### config.mk
export PLATFORM = sky130hd
export DESIGN_NAME = mult_share_arbiter
export DESIGN_NICKNAME = d
export VERILOG_FILES = /design/src/rtl/mult_share_arbiter_pkg.sv /design/src/rtl/MultiplierNbitAnySize.sv /design/src/rtl/rr_pick.sv /design/src/rtl/mult_share_arbiter.sv
export SDC_FILE = /design/constraint.sdc
export NUM_CORES = 1
export LEC_CHECK = 0
export BUFFER_PORTS_ARGS = -buffer_cell sky130_fd_sc_hd__buf_2
export CORE_ASPECT_RATIO = 0.8
export CORE_MARGIN = 2
export CORE_UTILIZATION = 50
export DETAILED_ROUTE_END_ITERATION = 12
export GPL_TIMING_DRIVEN = 0
export PLACE_DENSITY = 0.77
export SYNTH_ARGS = -nofsm -noshare
export SYNTH_HDL_FRONTEND = slang
export SYNTH_HIERARCHICAL = 1
export SYNTH_SLANG_ARGS = --single-unit
### constraint.sdc
create_clock -name clk -period 5.7 [get_ports clk]
set_input_delay 0.285 -clock clk [delete_from_list [all_inputs] [get_ports clk]]
set_output_delay 0.285 -clock clk [all_outputs]
set_load 0.01 [all_outputs]
### src/rtl/mult_share_arbiter_pkg.sv
// Shared types for the multiplier-sharing arbiter: FSM state encoding and width helpers.
package mult_share_arbiter_pkg;

  typedef enum logic [1:0] {
    S_IDLE = 2'd0,
    S_CALC = 2'd1,
    S_DONE = 2'd2
  } state_t;

  localparam int unsigned DEF_N   = 6;
  localparam int unsigned DEF_REQ = 4;
  localparam int unsigned PW      = 2 * DEF_N;

  // Product width for an n-bit operand pair.
  function automatic int unsigned pw_of(input int unsigned n);
    return 2 * n;
  endfunction

endpackage

### src/rtl/MultiplierNbitAnySize.sv
// Combinational unsigned N x N array multiplier producing a full 2N-bit product.
module MultiplierNbitAnySize #(
  parameter int unsigned WIDTH = 6
) (
  input  logic [WIDTH-1:0]   i_a,
  input  logic [WIDTH-1:0]   i_b,
  output logic [2*WIDTH-1:0] o_p_c
);

  localparam int unsigned PWL = 2 * WIDTH;

  logic [PWL-1:0] w_acc;

  // Accumulate one shifted partial-product row per multiplier bit.
  always_comb begin
    w_acc = '0;
    for (int i = 0; i < WIDTH; i++) begin
      if (i_b[i]) begin
        w_acc = w_acc + (PWL'(i_a) << i);
      end
    end
  end

  assign o_p_c = w_acc;

endmodule

### src/rtl/rr_pick.sv
// Combinational round-robin picker: first valid bit at or after ptr, wrapping modulo REQ.
module rr_pick #(
  parameter int unsigned REQ = 4,
  parameter int unsigned IDW = 2
) (
  input  logic [REQ-1:0] i_valid,
  input  logic [IDW-1:0] i_ptr,
  output logic [REQ-1:0] o_grant_c,
  output logic [IDW-1:0] o_idx_c,
  output logic           o_any_c
);

  logic [REQ-1:0] w_rot;
  int unsigned    w_sum;

  // Rotate a doubled copy so bit 0 is the ptr position, then find-first.
  always_comb begin
    w_rot   = REQ'({i_valid, i_valid} >> i_ptr);
    o_any_c = |w_rot;
    o_idx_c = '0;
    w_sum   = 0;
    for (int k = REQ - 1; k >= 0; k--) begin
      if (w_rot[k]) begin
        w_sum = 32'(i_ptr) + 32'(k);
        if (w_sum >= REQ) begin
          w_sum = w_sum - REQ;
        end
        o_idx_c = IDW'(w_sum);
      end
    end
    o_grant_c = '0;
    for (int k = 0; k < REQ; k++) begin
      o_grant_c[k] = o_any_c && (o_idx_c == IDW'(k));
    end
  end

endmodule

### src/rtl/mult_share_arbiter.sv
// Round-robin arbiter sharing one combinational multiplier array among REQ requesters;
// one operation in flight, result tagged with its requester id and held under backpressure.
module mult_share_arbiter
  import mult_share_arbiter_pkg::*;
#(
  parameter int unsigned N   = DEF_N,
  parameter int unsigned REQ = DEF_REQ,
  parameter int unsigned IDW = (REQ > 1) ? $clog2(REQ) : 1
) (
  input  logic             clk,
  input  logic             rst,
  input  logic [REQ-1:0]   req_valid,
  output logic [REQ-1:0]   req_ready,
  input  logic [REQ*N-1:0] req_m,
  input  logic [REQ*N-1:0] req_q,
  output logic             res_valid,
  input  logic             res_ready,
  output logic [2*N-1:0]   res_p,
  output logic [IDW-1:0]   res_id,
  output logic             busy
);

  localparam int unsigned PWT = pw_of(N);

  state_t         r_state;
  state_t         w_state_nxt;
  logic [IDW-1:0] r_ptr;
  logic [N-1:0]   r_op_m;
  logic [N-1:0]   r_op_q;
  logic [PWT-1:0] r_res_p;
  logic [IDW-1:0] r_res_id;
  logic           r_res_valid;

  logic [REQ-1:0] w_grant;
  logic [IDW-1:0] w_idx;
  logic           w_any;
  logic [PWT-1:0] w_prod;
  logic           w_take;

  rr_pick #(
    .REQ (REQ),
    .IDW (IDW)
  ) u_pick (
    .i_valid   (req_valid),
    .i_ptr     (r_ptr),
    .o_grant_c (w_grant),
    .o_idx_c   (w_idx),
    .o_any_c   (w_any)
  );

  MultiplierNbitAnySize #(
    .WIDTH (N)
  ) u_mult (
    .i_a   (r_op_m),
    .i_b   (r_op_q),
    .o_p_c (w_prod)
  );

  always_ff @(posedge clk or posedge rst) begin
    if (rst) begin
      r_state <= S_IDLE;
    end else begin
      r_state <= w_state_nxt;
    end
  end

  // Next state; the unused encoding falls back to IDLE.
  always_comb begin
    w_state_nxt = r_state;
    case (r_state)
      S_IDLE:  if (w_any) w_state_nxt = S_CALC;
      S_CALC:  w_state_nxt = S_DONE;
      S_DONE:  if (res_ready) w_state_nxt = S_IDLE;
      default: w_state_nxt = S_IDLE;
    endcase
  end

  assign w_take = (r_state == S_IDLE) && w_any && !rst;

  // Operand capture, pointer advance and result registers.
  always_ff @(posedge clk or posedge rst) begin
    if (rst) begin
      r_ptr       <= '0;
      r_op_m      <= '0;
      r_op_q      <= '0;
      r_res_p     <= '0;
      r_res_id    <= '0;
      r_res_valid <= 1'b0;
    end else begin
      if (w_take) begin
        r_op_m   <= req_m[w_idx*N +: N];
        r_op_q   <= req_q[w_idx*N +: N];
        r_res_id <= w_idx;
        r_ptr    <= (w_idx == IDW'(REQ - 1)) ? '0 : IDW'(w_idx + IDW'(1));
      end
      if (r_state == S_CALC) begin
        r_res_p     <= w_prod;
        r_res_valid <= 1'b1;
      end else if ((r_state == S_DONE) && res_ready) begin
        r_res_valid <= 1'b0;
      end
    end
  end

  assign req_ready = w_take ? w_grant : '0;
  assign res_valid = r_res_valid;
  assign res_p     = r_res_p;
  assign res_id    = r_res_id;
  assign busy      = (r_state == S_CALC) || (r_state == S_DONE);

endmodule
==> reports/summary.log <==
[global_routing] number of global-route vias before repair 3277
[drt] via count 3295
[place] placed insts 534
[floorplanning] Die X 96.5 um
[logic_synthesis] number of enable flip-flop cells after synthesis 0
[final_layout] count of non-filler cells in the finished layout 569
[sta] total negative slack for setup checks -2.77 ns
[worst_setup_path] Critical-path top delay cell sky130_fd_sc_hd__dfrtp_2
[global_routing] total gr overflow 0
[worst_setup_path] CP bufs+invs 1
[logic_synthesis] fraction of the mapped netlist area in compound gates 0.217
[clock_tree] clk root buf sky130_fd_sc_hd__clkbuf_8
[sta] ratio of final minimum period to clock period 1.11
[final_layout] n_diodes 0
[logic_synthesis] average cell area after synthesis 9.03 um^2
[sta] setup clock skew after layout 0.0107 ns
[clock_tree] total number of H-tree levels 2
[drt] remaining number of nets flagged by the antenna check after routing 0
[global_routing] first-pass GRT wire length 15600 um
[logic_synthesis] dominant cell by count in the synthesized netlist sky130_fd_sc_hd__nand2_1
[global_routing] total track usage 0.267
[logic_synthesis] async set or reset register ratio after synthesis 1.00
[logic_synthesis] predominant post-synthesis flop cell sky130_fd_sc_hd__dfrtp_1
[logic_synthesis] synthesis warning total 6
[logic_synthesis] ranking of synthesized cells by instance count 35 x sky130_fd_sc_hd__nand2_1, 33 x sky130_fd_sc_hd__ha_1, 31 x sky130_fd_sc_hd__dfrtp_1
[sta] clock period minus final worst setup slack 6.32 ns
[drt] Routed WL 9820 um
[worst_setup_path] setup slack of the worst register-to-register path -0.62 ns
[worst_setup_path] maximum fanout along the worst path 5
[global_routing] initial antenna violation count 0
[sta] worst hold-check slack 0.0198 ns
[floorplanning] row count 26
[place] buffers added on ports 71
[final_layout] fraction of layout instances using a drive strength above 1 0.447
[drt] wire length on met3 672 um
[clock_tree] number of CTS-inserted buffers 5
[drt] mean number of vias per cell 5.79
[logic_synthesis] Synth area leaders sky130_fd_sc_hd__dfrtp_1 23%, sky130_fd_sc_hd__ha_1 12%, sky130_fd_sc_hd__mux2i_1 8.5%
[drt] post-route DRC violation count 0
[logic_synthesis] synthesis-stage register bit count 31
[logic_synthesis] Post-Syn Area 0.00342 mm^2
[power] cell leakage power 2.17 nW
[run] max cap viols 0
[floorplanning] area of the core 0.00651 mm^2
[worst_setup_path] endpoint class of the critical path register
[clock_tree] TritonCTS clock tree built
[logic_synthesis] number of instances in the synthesized netlist 379
[place] post-detail-place hpwl 6870 um
[floorplanning] initial core utilization 0.526
[drt] average detailed-routed wire length per instance 17.3 um
[logic_synthesis] proportion of synthesized area in mux cells 0.161
[outcome] run status finished with violations
[drt] wire length on met2 4770 um
[power] worst ir drop on vdd 0.343 mV
[drt] count of TritonRoute iterations in the first routing pass 4
[worst_setup_path] cell type group with the largest total delay on the critical path simple AND/OR/NAND/NOR gates
[sta] Relative slew margins 0.432
[clock_tree] clock transition at the registers of the reported paths 0.07 ns
[sta] unrepaired setup endpoints after global routing true
[sta] max-slew violation count 0
[logic_synthesis] simple-gate share of the synthesized area 0.151
[sta] slew at the pin closest to its max-slew limit 0.830 ns
[logic_synthesis] distinct cell type count after synthesis 62
[drt] Max Used Layer met4
[worst_setup_path] startpoint class of the critical path register
[drt] detailed router's first-iteration violation count 206
[power] P per Cell Area 763 mW/mm^2
[clock_tree] cts hold-fix bufs 0
[place] Placer Congestion 0.877
[worst_setup_path] delay of the slowest cell on the worst path 0.46 ns
[worst_setup_path] arrival time of the worst setup path 6.49 ns
[logic_synthesis] adder and majority cell fraction of the synthesized area 0.150
[logic_synthesis] sequential element share of the synthesized area 0.227
[worst_hold_path] Hold/Removal Path Class in -> async
[place] Post-Place Setup Slack -0.864 ns
[floorplanning] number of I/O pins 75
[floorplanning] die area 0.00752 mm^2
[worst_setup_path] critical path start-end classification reg -> reg
[worst_setup_path] cell seen most often among critical-path stages sky130_fd_sc_hd__ha_4
[global_routing] pin count of the biggest net entering global routing 33
[clock_tree] Num Clock Sinks 31
[sta] achievable clock frequency 158 MHz
[worst_setup_path] data required time at the worst endpoint 5.87 ns
[clock_tree] clock tree buffer depth 2
[sta] least setup slack across all paths after layout -0.619 ns
[clock_tree] clock insertion delay at the later pin of the skew report 0.29 ns
[drt] routed length on met1 4230 um
[logic_synthesis] combinational family with the most area after synthesis compound AO/OA/AOI/OAI gates
[logic_synthesis] largest area contributor in the netlist sky130_fd_sc_hd__dfrtp_1
[power] Total Power Consumption 3.49 mW
[floorplanning] die height 78.0 um
[final_layout] Area growth, synth to finish 33.6%
[outcome] violated checks negative setup slack
[final_layout] number of nets in the final layout 577
[sta] Setup violations, final 6
[logic_synthesis] share of the synthesized netlist area taken by xor and xnor gates 0.0282
[sta] final hold viol count 0
[logic_synthesis] net count after synthesis 472
[logic_synthesis] share of the synthesized area in the top cell type 0.227
## report_power, final
group	leakage, nW	switching, mW	internal (mW)
registers	0.382	0.134	0.324
clock network	0.0482	0.0933	0.0976
logic	1.75	1.39	1.45
## cell families after synthesis
kind of cell | after synthesis
AND/OR/NAND/NOR | 101
AO/OA/AOI/OAI | 100
multiplexers | 52
buffers and inverters | 46
adder cells (fa/ha/maj) | 38
flip-flops | 31
XOR/XNOR | 11
## routing by layer
layer	vias to the layer above	GRT usage
met1	1573	0.359
met2	124	0.436
met3	13	0.0495
met5	-	0
li1	1585	-
met4	0	0.0732
## flip-flops by register name (all words and copies together) (netlist names)
register,cells
r_ptr,2
r_state,2
r_op_q,6
res_valid,1
res_p,12
r_op_m,6
res_id,2
## path summary, 6_finish.rpt
path,start,endpoint,depth (start not counted)
max,r_op_m[1],res_p[11],29
min,rst,r_op_m[4],2
max reg2reg,r_op_m[1],res_p[11],29
min reg2reg,res_id[1],res_id[1],2
max in group asynchronous,rst,r_op_q[2],3
min in group clk,req_q[17],r_op_q[5],3
## per-stage QoR
step | cell area [um^2] | utilization
after global placement | 3980 | 0.612
after global routing | 4570 | 0.703
after detailed placement | 3980 | 0.612
after floorplan | 3520 | -
final | 4570 | 0.703
after CTS | 4360 | 0.671
## timing repair
| item | in CTS | in global routing |
|---|---|---|
| endpoints found under the hold margin | 0 | 0 |
| resized for setup | 33 | 22 |
| pin swaps | 27 | 23 |
| setup buffers | 19 | 8 |
| endpoints found under the setup margin | 6 | 6 |
## cells in the final DEF (no fill, tap or decap), types with 3 or more instances in the layout
cell / n
sky130_fd_sc_hd__clkbuf_1: 4
sky130_fd_sc_hd__mux2_2: 17
sky130_fd_sc_hd__a21o_1: 6
sky130_fd_sc_hd__nor2b_1: 7
sky130_fd_sc_hd__o21ai_1: 10
sky130_fd_sc_hd__buf_2: 75
sky130_fd_sc_hd__nand2_1: 33
sky130_fd_sc_hd__dfrtp_1: 28
sky130_fd_sc_hd__o21ai_2: 8
sky130_fd_sc_hd__nor2b_4: 3
sky130_fd_sc_hd__fa_2: 5
sky130_fd_sc_hd__o221ai_2: 9
sky130_fd_sc_hd__and2_1: 8
sky130_fd_sc_hd__mux2i_1: 29
sky130_fd_sc_hd__buf_6: 5
sky130_fd_sc_hd__nor3b_1: 3
sky130_fd_sc_hd__ha_4: 8
sky130_fd_sc_hd__a21boi_2: 3
sky130_fd_sc_hd__nand2b_1: 3
sky130_fd_sc_hd__a21oi_2: 4
sky130_fd_sc_hd__or3_1: 3
sky130_fd_sc_hd__ha_2: 3
sky130_fd_sc_hd__clkbuf_8: 6
sky130_fd_sc_hd__buf_4: 31
sky130_fd_sc_hd__ha_1: 22
sky130_fd_sc_hd__inv_2: 7
sky130_fd_sc_hd__inv_1: 20
sky130_fd_sc_hd__mux2_4: 5
sky130_fd_sc_hd__o22ai_1: 3
sky130_fd_sc_hd__xor2_1: 4
sky130_fd_sc_hd__nand2_2: 4
sky130_fd_sc_hd__dfrtp_2: 3
sky130_fd_sc_hd__a21oi_1: 14
sky130_fd_sc_hd__nand3b_1: 4
sky130_fd_sc_hd__a31oi_1: 3
sky130_fd_sc_hd__o221ai_1: 3
sky130_fd_sc_hd__xnor2_1: 4
sky130_fd_sc_hd__o21a_1: 8
sky130_fd_sc_hd__nor2_1: 17
## area by class of cell
class / instances / area (um^2)
well taps: 84 / 105
inverters: 28 / 105
clock buffers: 7 / 86.3
repair buffers: 99 / 593
fillers: 502 / 1940
clock inverters: 1 / 5.00
flip-flops and latches: 31 / 779
multi-input cells: 302 / 2780
plain buffers: 17 / 114
No activity file was read; power rests on OpenSTA's default activity.
